File: config.mk
export PLATFORM = sky130hd
export DESIGN_NAME = cbx_param_ccff
export DESIGN_NICKNAME = d
export VERILOG_FILES = /design/src/rtl/cbx_param_ccff.sv
export SDC_FILE = /design/constraint.sdc
export NUM_CORES = 1
export LEC_CHECK = 0
export CORE_AREA = 4 4 102 104
export DETAILED_ROUTE_END_ITERATION = 16
export DIE_AREA = 0 0 106 108
export PLACE_DENSITY_LB_ADDON = 0.2
export SYNTH_ARGS = -nofsm -noshare
export SYNTH_HDL_FRONTEND = slang
export SYNTH_SLANG_ARGS = --single-unit
File: constraint.sdc
create_clock -name prog_clk -period 4.3 [get_ports prog_clk]
set_input_delay 1.075 -clock prog_clk [delete_from_list [all_inputs] [get_ports prog_clk]]
set_output_delay 1.075 -clock prog_clk [all_outputs]
set_load 0.01 [all_outputs]
File: src/rtl/cbx_param_ccff.sv
// Parametrised X-channel connection block with a double-buffered serial configuration chain.
// A shift register is loaded while the fabric keeps running; an explicit commit copies it into the active register.
module cbx_param_ccff #(
    parameter int W       = 4,
    parameter int P       = 10,
    parameter int SELW    = $clog2(2 * W + 1),
    parameter int REG_OUT = 0
) (
    input  logic         prog_clk,
    input  logic         prog_reset_n,
    input  logic         ccff_en,
    input  logic         ccff_head,
    output logic         ccff_tail,
    input  logic         cfg_commit,
    output logic         cfg_full,
    output logic         cfg_valid,
    output logic         cfg_err,
    input  logic [W-1:0] chanx_left_in,
    input  logic [W-1:0] chanx_right_in,
    output logic [W-1:0] chanx_left_out,
    output logic [W-1:0] chanx_right_out,
    output logic [P-1:0] ipin_out
);

    localparam int N  = P * SELW;
    localparam int CW = $clog2(N + 1);

    logic [N-1:0]  sr_q, sr_d;
    logic [N-1:0]  act_q, act_d;
    logic [CW-1:0] cnt_q, cnt_d;
    logic          valid_q, valid_d;
    logic          err_q, err_d;
    logic          full;
    logic [P-1:0]  ipin_comb;

    assign chanx_right_out = chanx_left_in;
    assign chanx_left_out  = chanx_right_in;

    assign full      = (cnt_q == CW'(N));
    assign cfg_full  = full;
    assign cfg_valid = valid_q;
    assign cfg_err   = err_q;
    assign ccff_tail = sr_q[N-1];

    // Commit samples the pre-shift contents, so a same-cycle shift starts the next load at count 1.
    always_comb begin
        sr_d    = sr_q;
        act_d   = act_q;
        cnt_d   = cnt_q;
        valid_d = valid_q;
        err_d   = err_q;
        if (ccff_en) begin
            sr_d = {sr_q[N-2:0], ccff_head};
            if (!full) begin
                cnt_d = cnt_q + CW'(1);
            end
        end
        if (cfg_commit) begin
            if (full) begin
                act_d   = sr_q;
                valid_d = 1'b1;
                cnt_d   = ccff_en ? CW'(1) : '0;
            end else begin
                err_d = 1'b1;
            end
        end
    end

    always_ff @(posedge prog_clk) begin
        if (!prog_reset_n) begin
            sr_q    <= '0;
            act_q   <= '0;
            cnt_q   <= '0;
            valid_q <= 1'b0;
            err_q   <= 1'b0;
        end else begin
            sr_q    <= sr_d;
            act_q   <= act_d;
            cnt_q   <= cnt_d;
            valid_q <= valid_d;
            err_q   <= err_d;
        end
    end

    genvar gi, gj;
    generate
        for (gi = 0; gi < P; gi++) begin : g_ipin
            logic [SELW-1:0] sel;
            logic            pin_bit;

            // Lowest-indexed bit of each field is the select MSB.
            for (gj = 0; gj < SELW; gj++) begin : g_sel
                assign sel[SELW-1-gj] = act_q[gi*SELW+gj];
            end

            always_comb begin
                pin_bit = 1'b0;
                for (int t = 0; t < W; t++) begin
                    if (sel == SELW'(t + 1)) begin
                        pin_bit = chanx_left_in[t];
                    end
                    if (sel == SELW'(W + 1 + t)) begin
                        pin_bit = chanx_right_in[t];
                    end
                end
                if (!valid_q) begin
                    pin_bit = 1'b0;
                end
            end

            assign ipin_comb[gi] = pin_bit;
        end

        if (REG_OUT != 0) begin : g_reg_out
            logic [P-1:0] ipin_q, ipin_d;

            assign ipin_d = ipin_comb;

            always_ff @(posedge prog_clk) begin
                if (!prog_reset_n) begin
                    ipin_q <= '0;
                end else begin
                    ipin_q <= ipin_d;
                end
            end

            assign ipin_out = ipin_q;
        end else begin : g_comb_out
            assign ipin_out = ipin_comb;
        end
    endgenerate

endmodule

Yosys cells after proc, flatten, opt, wreduce, memory -nomap -nowiden

Index checks and enable logic that the tools add are counted.

Reductions and logical operators: 2
Add/subtract/negate cells: 1
Muxes and demuxes: 95
Equality and inequality tests: 81
Bitwise gates (word level): 1

Operators by type and width:

| operator            | number |
|---|---|
| $eq 4x3->1 const B  | 40 |
| $mux 1              | 91 |
| $eq 4x2->1 const B  | 20 |
| $eq 4x1->1 const B  | 10 |
| $eq 4x4->1 const B  | 10 |
| $mux 6              | 4 |
| $add 6x1->6 const B | 1 |
| $eq 6x6->1 const B  | 1 |
| $reduce_and 2->1    | 2 |
| $not 1->1           | 1 |

Input bits: 13
Flip-flop bits (word level): 88
Output and inout bits: 22

Depth between registers and ports, before layout

Gate-level depths: netlist (run 1).

Word-level depth: 10
Mapped depth: 7
Mapped depth without buffers: 5

Least setup slack after synthesis (run 1)

Ideal clock, no wire load.

Kind: in2out
Start: in chanx_right_in[2]
End: out ipin_out[0]
Arrival: 2.098 ns
Required time: 3.225 ns
Slack: 1.127 ns
Cell stages on the path: 5
Path buffers: 2
Path through: buf_2 -> mux2i_1 -> mux4_2 -> o31ai_1 -> buf_4

Cells in the longest elaborated chain, start to end: 4

Ends and longest elaborated chain:

| element         | line | RTL |
|---|---|---|
| start, declared | 19   | `input logic [W-1:0] chanx_right_in,` |
| $mux 1          | 102  | `if (sel == SELW'(W + 1 + t)) begin` |
| $mux 1          | 99   | `if (sel == SELW'(t + 1)) begin` |
| $mux 1          | 102  |  |
| $mux 1          | 106  | `if (!valid_q) begin` |
| end, declared   | 22   | `output logic [P-1:0] ipin_out` |

No other way between the ends.

Worst setup path in the final report (run 1)

Start: in chanx_left_in[0]
End: out ipin_out[5]

Cells in the longest elaborated chain, start to end: 9

Ends and longest elaborated chain:

| element         | line | RTL |
|---|---|---|
| start, declared | 18   | `input logic [W-1:0] chanx_left_in,` |
| $mux 1          | 99   |  |
| $mux 1          | 102  |  |
| $mux 1          | 99   |  |
| $mux 1          | 102  |  |
| $mux 1          | 99   |  |
| $mux 1          | 102  |  |
| $mux 1          | 99   |  |
| $mux 1          | 102  |  |
| $mux 1          | 106  |  |

No other way between the ends.

==> results of run 1 <==
-- routing by layer --
| metal | vias to the layer above | GRT usage, % |
|---|---|---|
| li1 | 1775 | - |
| met1 | 1754 | 28.0 |
| met2 | 91 | 26.3 |
| met3 | 10 | 3.58 |
| met4 | 0 | 5.27 |
| met5 | - | 0 |
-- path summary, 6_finish.rpt --
| check | start | to | slack (ns) | cells past startpoint |
|---|---|---|---|---|
| hold / removal | sr_q[36] | act_q[36] | 0.48 | 2 |
| hold reg to reg | sr_q[36] | act_q[36] | 0.48 | 2 |
| setup reg to reg | cnt_q[0] | cnt_q[0] | 2.10 | 6 |
| setup / recovery | chanx_left_in[0] | ipin_out[5] | 0.06 | 6 |
-- registers in the layout, summed over array words and instances (netlist names) --
signal / cells
cfg_err: 1
cfg_valid: 1
act_q: 40
cnt_q: 6
sr_q: 40
-- report_power, final --
part           total (mW)  internal, mW  switching (mW)
combinational       0.117        0.0509          0.0657
clock               0.663         0.376           0.286
sequential          0.820         0.817         0.00266
-- metrics by stage --
stage | TNS [ns] | setup WS, ns
floorplan | 0 | 1.13
global placement | -0.00839 | -0.00839
detailed placement | 0 | 0.00765
CTS | 0 | 0.0430
global route | 0 | 0.0150
finish | 0 | 0.0639
-- cells in the mapped netlist (all sizes together) (2+ instances only) --
library cell / count
buf: 51
clkbuf: 29
inv: 5
a21oi: 52
ha: 2
and3: 2
mux4: 9
dfxtp: 88
nand4: 42
nor4b: 9
mux2i: 68
o221a: 2
nand2: 5
a221oi: 2
nand3: 10
nor2: 43
o21ai: 3
o31ai: 49
-- cells by family (layout without fill, tap and decap cells) --
family | Yosys count | after routing | share of synthesized area, %
AND/OR/NAND/NOR | 118 | 118 | 14.2
buffers and inverters | 86 | 74 | 10.1
XOR/XNOR | 2 | 2 | 0.386
AO/OA/AOI/OAI | 114 | 114 | 16.3
flip-flops | 88 | 88 | 38.8
adder cells (fa/ha/maj) | 2 | 2 | 0.551
multiplexers | 78 | 78 | 19.7
-- final cells by class --
class,count,area share (%)
clock inverter,2,1.19
timing repair buffer,52,10.8
multi-input combinational,314,46.1
inverter,6,0.445
sequential,88,34.8
clock buffer,14,3.41
tap,133,3.29
-- worst reg2reg max path: stages (launching register included) --
cell	delay (ns)
dfxtp_1	0.34
inv_1	0.11
ha_1	0.17
and4bb_1	0.67
buf_4	0.41
a31oi_1	0.14
o221a_1	0.25
-- timing repair --
action / 4_1_cts / 5_1_grt
endpoints found under the setup margin: 1 / 2
hold buffers: 0 / 0
setup buffers: 0 / 0
resized for setup: 1 / 2
hold endpoints to repair: 0 / 0
-- cells in the final DEF, fill, tap and decap left out, types with 2 or more instances in the layout --
master / synthesis / routed
clkbuf_1: 28 / 2
mux2i_1: 68 / 68
dfxtp_1: 88 / 88
inv_1: 5 / 4
clkbuf_8: 0 / 12
nand4_1: 42 / 42
o31ai_2: 0 / 3
buf_4: 27 / 12
bufinv_16: 0 / 2
o21ai_0: 3 / 3
nor4b_1: 9 / 9
nor2_1: 43 / 43
o31ai_1: 49 / 46
mux4_2: 9 / 9
clkdlybuf4s50_1: 0 / 33
ha_1: 2 / 2
nand3_1: 10 / 10
nand2_1: 5 / 5
and3_1: 2 / 2
buf_12: 0 / 6
a21oi_1: 52 / 52
==> summary.txt, run 1 <==
diode count - 0
Worst setup EP type - primary output
Final Non-Filler Cells - 609
Crit path largest cell delay - 0.60 ns
core area - 9550 um2
GP Congestion - 0.836
Final Util - 53.0%
Mapped Area - 4540 um2
Slew @ Worst Pin - 1.24 ns
critical path type - in -> out
CP arrival - 3.16 ns
Hold WS - 0.483 ns
Inserted Clock Buffers - 9
routed wire length - 10300 um
Hold Vio Cnt, Final - 0
Yosys top cell area share - 38.8%
Final Setup Violations - 0
Top-Level Pins - 35
Clock Latency Late Sink - 0.35 ns
count of pins over their slew limit - 0
Multi-input gate area - 2340 um2
critical path launch point type - primary input
WL met3 - 459 um
Ys Warns - 0
Layout Nets - 486
first-pass GRT wire length - 17200 um
Reg clk slew, reported paths - 0.08 ns
gr ovfl total - 0
CP cell instances - clkdlybuf4s50_1 > buf_12 > a21oi_1 > mux4_2 > o31ai_1 > clkdlybuf4s50_1
Initial Utilization - 47.6%
crit path max-delay cell type - clkdlybuf4s50_1
ys flop type - dfxtp_1
syn_area_per_cell - 9.31 um2
worst-path fanout max - 11
sequential cell area - 1760 um2
DIE HEIGHT - 108 um
Filler cells - 899
Placed Area - 4820 um2
final cycle utilization of the critical path - 98.5%
Routed met2 length - 4450 um
cell count after synthesis - 488
dominant cell type by area after synthesis - dfxtp_1
Critical Path RT - 3.22 ns
syn_nets - 503
Die W - 106 um
Period minus WS final - 4.24 ns
drt drc - 0
worst vdd ir - 172 uV
via count - 3630
async set or reset register ratio after synthesis - 0%
Setup Skew - 0.00793 ns
max-cap violation count - 0
most used cell, CP - clkdlybuf4s50_1
Port Buf Inserts - 34
layout cells sized above 1 - 10.5%
Avg Vias per Cell - 5.96
total design power - 1.60 mW
RSZ-0062 raised after global routing - no
number of core rows - 36
# H-tree levels - 3
Seq/Total Area, Yosys - 38.8%
CTS sink count - 88
hold crit path type - reg -> reg
DR WL/cell - 17.0 um
post-DP HPWL - 6700 um
area growth from synthesis to layout - 11.5%
Buf/Inv on CP - 3
fin area - 5060 um2
EDFF count, synth - 0
Max-slew headroom - 17.1%
Cell variety after synth - 41
Placed Cells - 593
die area - 11400 um2
power density over the cells - 316 nW/um2
critical path's top delay family - buffers and inverters
vias in the first global route - 3292
CTS tree - yes
Leakage - 1.65 nW
GRT Overall Usage - 18.4%
FMAX - 236 MHz
uppermost layer routed - met4
outcome - finished clean
DRT antenna net count - 0
root buf cell - clkbuf_8
clock tree buffer depth - 2
Yosys reg bits - 88
Pre-antenna DRT Iters - 4
Synth area leaders - dfxtp_1 (39%), mux2i_1 (15%), o31ai_1 (8.1%), nand4_1 (5.8%), a21oi_1 (5.7%)
initial antenna violation count - 0
largest net degree at the start of global routing - 53
Initial DRC Count - 213
met1 wire length - 5320 um
Power figures use the tool's default switching activity.
==> run 2: changes to the inputs <==
SLEW_MARGIN = 20   (was unset)
clock period = 4.25 ns   (was 4.3 ns; I/O delays follow)
==> run 2 against run 1 <==
Compared with the run above:
- count of clock-buffer cells in the layout down 3
- clock power decreased by 23%
- power fell by 8.6%
- global-route usage increased by 1.1 points
- sequential power grew 1%
- sequential share of layout area grew 0.46 points
- critical path depth unchanged
- utilization down 0.69 points
- die area is the same
- combinational power hardly changed
- hold slack lost 0.0020 ns
- critical path type unchanged
- critical endpoint is now ipin_out[3]
- largest cell class unchanged
- highest routed layer unchanged
==> summary.txt, run 2 (synthesis gave the netlist of run 1 again) <==
Initial Utilization - 47.6% (unchanged)
count of pins over their slew limit - 0 (unchanged)
Clock Latency Late Sink - 0.35 ns (about the same)
GP Congestion - 0.826 (-1.1%)
power density over the cells - 293 nW/um2 (-7.4%)
worst-path fanout max - 11 (unchanged)
Hold WS - 0.481 ns (-0.00197 ns)
post-DP HPWL - 6830 um (+2.0%)
Worst setup EP type - primary output
layout cells sized above 1 - 10.3% (-0.17 points)
FMAX - 239 MHz
gr ovfl total - 0 (unchanged)
largest net degree at the start of global routing - 53 (unchanged)
Setup WS pre-CTS - -0.0509 ns (-0.0585 ns)
CTS tree - yes
root buf cell - clkbuf_8
total design power - 1.46 mW (-8.6%)
Hold Vio Cnt, Final - 0 (unchanged)
core area - 9550 um2 (unchanged)
via count - 3620 (-0.28%)
most frequent cells in the layout - dfxtp_1 (88), mux2i_1 (68), a21oi_1 (52)
hold_sp - cfg_err
diode count - 0 (unchanged)
area growth from synthesis to layout - 10.1%
Setup Fix Bufs, Post-CTS - 0 (unchanged)
die area - 11400 um2 (unchanged)
worst setup margin - 0.0667 ns (+0.00287 ns)
Die W - 106 um (unchanged)
Port Buf Inserts - 34 (unchanged)
Reg clk slew, reported paths - 0.08 ns (about the same)
final cycle utilization of the critical path - 98.4%
outcome - finished clean
Period minus WS final - 4.18 ns
Final Setup Violations - 0 (unchanged)
clock tree buffer depth - 2 (unchanged)
reg-to-reg startpoint - cnt_q[0]
Final TNS setup - 0 ns (unchanged)
Final Util - 52.3% (-0.69 points)
Inserted Clock Buffers - 9 (unchanged)
CP arrival - 3.12 ns (-0.04 ns)
Slew @ Worst Pin - 0.930 ns (-0.312 ns)
first-pass GRT wire length - 18300 um (+6.4%)
Max-slew headroom - 37.9% (+21 points)
Pre-antenna DRT Iters - 5 (+1)
Placed Cells - 593 (unchanged)
RSZ-0062 raised after global routing - no
DR WL/cell - 17.8 um (+4.9%)
max-cap violation count - 0 (unchanged)
fin area - 5000 um2 (-1.3%)
# H-tree levels - 3 (unchanged)
Setup Skew - 0.0102 ns (+0.00225 ns)
worst vdd ir - 165 uV (-4.0%)
DIE HEIGHT - 108 um (unchanged)
initial antenna violation count - 0 (unchanged)
Initial DRC Count - 315 (+48%)
Avg Vias per Cell - 5.96 (about the same)
Layout Nets - 486 (unchanged)
DRT antenna net count - 0 (unchanged)
vias in the first global route - 3467 (+5.3%)
Setup crit start - chanx_left_in[0]
routed wire length - 10800 um (+4.5%)
drt drc - 0 (unchanged)
Final Non-Filler Cells - 607 (-0.33%)
GRT Overall Usage - 19.5% (+1.1 points)
critical path type - in -> out
Top Registers - act_q (40), sr_q (40), cnt_q (6)
Top-Level Pins - 35 (unchanged)
critical path launch point type - primary input
Placed Area - 4820 um2 (unchanged)
most common cell after layout, fill and taps aside - dfxtp_1
Critical Path RT - 3.19 ns (-0.03 ns)
number of core rows - 36 (unchanged)
CTS sink count - 88 (unchanged)
Leakage - 1.69 nW (+2.1%)
hold crit path type - reg -> reg
run 2: cell count changes in the layout (fill, tap and decap cells not counted), sizes merged:
cell	previous run	this run
bufinv	2	0
clkbuf	14	11
clkdlybuf4s50	33	29
clkinv	1	2
clkinvlp	0	2
dlymetal6s2s	0	4
run 2: path summary, 6_finish.rpt:
| check | endpoint | slack (ns) | depth (start not counted) |
|---|---|---|---|
| max | ipin_out[3] | 0.07 | 6 |
| min reg2reg | cfg_err | 0.48 | 1 |
| max reg2reg | act_q[18] | 2.01 | 6 |
| min | cfg_err | 0.48 | 1 |
run 2: worst max-delay path: stages:
cell             delay, ns
clkdlybuf4s50_1       0.51
buf_12                0.15
a21oi_1               0.08
mux4_2                0.47
o31ai_1               0.26
clkdlybuf4s50_1       0.59
run 2: metal layers:
layer | global-route usage [%] | up-vias | wire, um
met2 | 28.6 | 81 | 4590
met5 | 0 | - | 0
met3 | 4.00 | 7 | 456
met4 | 4.44 | 0 | 97
met1 | 29.4 | 1757 | 5650
li1 | - | 1775 | -
run 2: report_power, final:
part	internal, mW	total [mW]	switching [mW]
clock network	0.222	0.513	0.292
registers	0.827	0.830	0.00280
logic	0.0516	0.119	0.0673
total	1.10	1.46	0.362
run 2: timing repair:
item	in CTS	in global routing
hold buffers	0	0
endpoints found under the setup margin	1	5
resized for setup	1	5
run 2: layout make-up:
cell class	instances	area [um2]
clock inverters	3	20.0
inverters	6	22.5
clock buffers	11	141
repair buffers	52	556
multi-input cells	314	2330
flip-flops and latches	88	1760
fillers	917	4550
well taps	133	166
==> run 3: changes to the inputs <==
CAP_MARGIN = 20   (was unset)
==> results of run 3 <==
The final DEF is identical to that of run 2; final timing and power are the same.
==> patch (settings of run 1) <==
Change the parameter `REG_OUT` from 0 to 1.
--- a/src/rtl/cbx_param_ccff.sv
+++ b/src/rtl/cbx_param_ccff.sv
@@ -6,3 +6,3 @@
     parameter int SELW    = $clog2(2 * W + 1),
-    parameter int REG_OUT = 0
+    parameter int REG_OUT = 1
 ) (
Function: no difference found for any inputs over 10 cycles, from zero or initial values and one cycle with prog_reset_n low; that may be too few to reach the edited logic, so the function may still have changed.
==> patch against run 1 <==
  * Sequential cell count rose by 10
  * Total power rose by 2.4%
  * Worst setup slack improved by 700 ps
  * Count of clock-buffer cells in the layout fell by 4
  * Global-route usage rose by 1.7 points
  * Final area rose by 2.5%
  * First-iteration DRC count rose by 0.94%
  * Routed wire length rose by 6.8%
  * Combinational power fell by 5%
  * Critical path depth fell by 4
  * Synthesized area rose by 3.0%
  * Via count rose by 5.9%
  * Largest power group unchanged
  * Sequential share of layout area rose by 3.0 points
  * Critical path type unchanged
  * Largest cell class unchanged
  * Critical endpoint is now chanx_left_out[0]
  * Fmax rose by 20%
==> patch: results (changes against run 1) <==
[yosys]
synth_cells=510  ; was 488
synth_seq_area_share_pct=41.95  ; was 38.79%
synth_area_leaders=dfxtp_1 42%, mux2i_1 8.8%, o31ai_1 8.2%  ; was dfxtp_1 39%, mux2i_1 15%, o31ai_1 8.1%
syn-num-nets=525  ; was 503
synth_cell_types=31  ; was 41

[setup_path]
r2r_slack_ps=2160  ; was 2100 ps
max_stage_delay_ps=740  ; was 600 ps
cp-startpoint=chanx_right_in[0]  ; was chanx_left_in[0]
crit_arrival_ps=2470  ; was 3160 ps

[power]
p_leak_nw=1.751  ; was 1.654 nW
ir_drop_v=0.0001729  ; was 0.0001721 V

[placement]
place.gp.congestion=0.7594  ; was 0.8357
dp_cells=632  ; was 593

[routing]
drt-wirelength-per-cell_um=17.03  ; was 16.97 um
num_vias=3843  ; was 3630
drt-initial-drc-count=215  ; was 213
drtAntennaViolNets=0  ; unchanged
routed_wl_mm=11.03  ; was 10.33 mm

[min_path]
min_from=cfg_err$_SDFFE_PN0P_  ; was sr_q[36]$_SDFFE_PN0P_

[timing]
slew_headroom_pct=45.55  ; was 17.14%
skew_ps=10.01  ; was 7.931 ps

[outcome]
outcome=finished, final reports clean  ; unchanged

[finish]
fill_cells=932  ; was 899
final_layout_size_suffix_gt1_share_pct=13.40  ; was 10.50%

[global_route]
grt_pass1_vias=3705  ; was 3292
grt_pass1_wl_mm=18.62  ; was 17.15 mm
grt_max_degree=48  ; was 53
grtUsageTotal_pct=20.04  ; was 18.38%

[clock_tree]
ctsResizeCount=0  ; was 1
path_clk_slew_ps=100  ; was 80 ps

[patch: cells by family (layout without fill, tap and decap cells)]
kind of cell | after synthesis | in the layout | synth area share, %
xor+xnor | 2 | 2 | 0.3746
flops | 98 | 98 | 41.95
mux | 71 | 71 | 16.00
buf+inv | 60 | 65 | 6.180
simple gates | 157 | 157 | 18.06
fa+ha+maj | 2 | 2 | 0.5350
compound gates | 120 | 120 | 16.91
[patch: per-stage QoR]
stage	hold WS (ps)	setup slack, ps	total power, mW	util [%]	instance area, sq um
floorplan	451.8	2031	1.009	-	4677
global placement	434.5	772.9	1.043	52.28	4992
detailed placement	445.1	766.6	1.045	52.28	4992
CTS	459.1	770.8	1.651	54.39	5194
global route	483.0	745.1	1.699	54.39	5194
finish	454.4	759.6	1.638	54.39	5194
[patch: layout make-up]
cell class	instances	area [sq um]	share of cell area [%]
Inverter	6	22.52	0.4336
Sequential cell	98	1962	37.77
Clock buffer	10	137.6	2.650
Multi-Input combinational cell	352	2426	46.71
Clock inverter	6	63.81	1.229
Timing Repair Buffer	43	415.4	7.998
Tap cell	133	166.4	3.204
[patch: layer usage]
metal / GRT usage, % / part of all wire [%] / up-vias
li1: - / - / 1889
met2: 32.33 / 47 / 68
met5: 0 / 0 / -
met4: 6.938 / 1.2 / 0
met3: 3.343 / 3.5 / 8
met1: 27.37 / 49 / 1878
[patch: worst paths after layout]
| check | endpoint |
|---|---|
| min | cfg_err$_SDFFE_PN0P_ |
| max reg2reg | act_q[28]$_SDFFE_PN0P_ |
| max | chanx_left_out[0] |
| min reg2reg | cfg_err$_SDFFE_PN0P_ |
[patch: where the power goes]
part	switching [mW]	total [mW]	internal, mW	leakage (nW)
clock	0.329	0.614	0.285	0.0987
sequential	0.00281	0.913	0.910	0.790
combinational	0.0670	0.111	0.0443	0.863
total	0.398	1.64	1.24	1.75
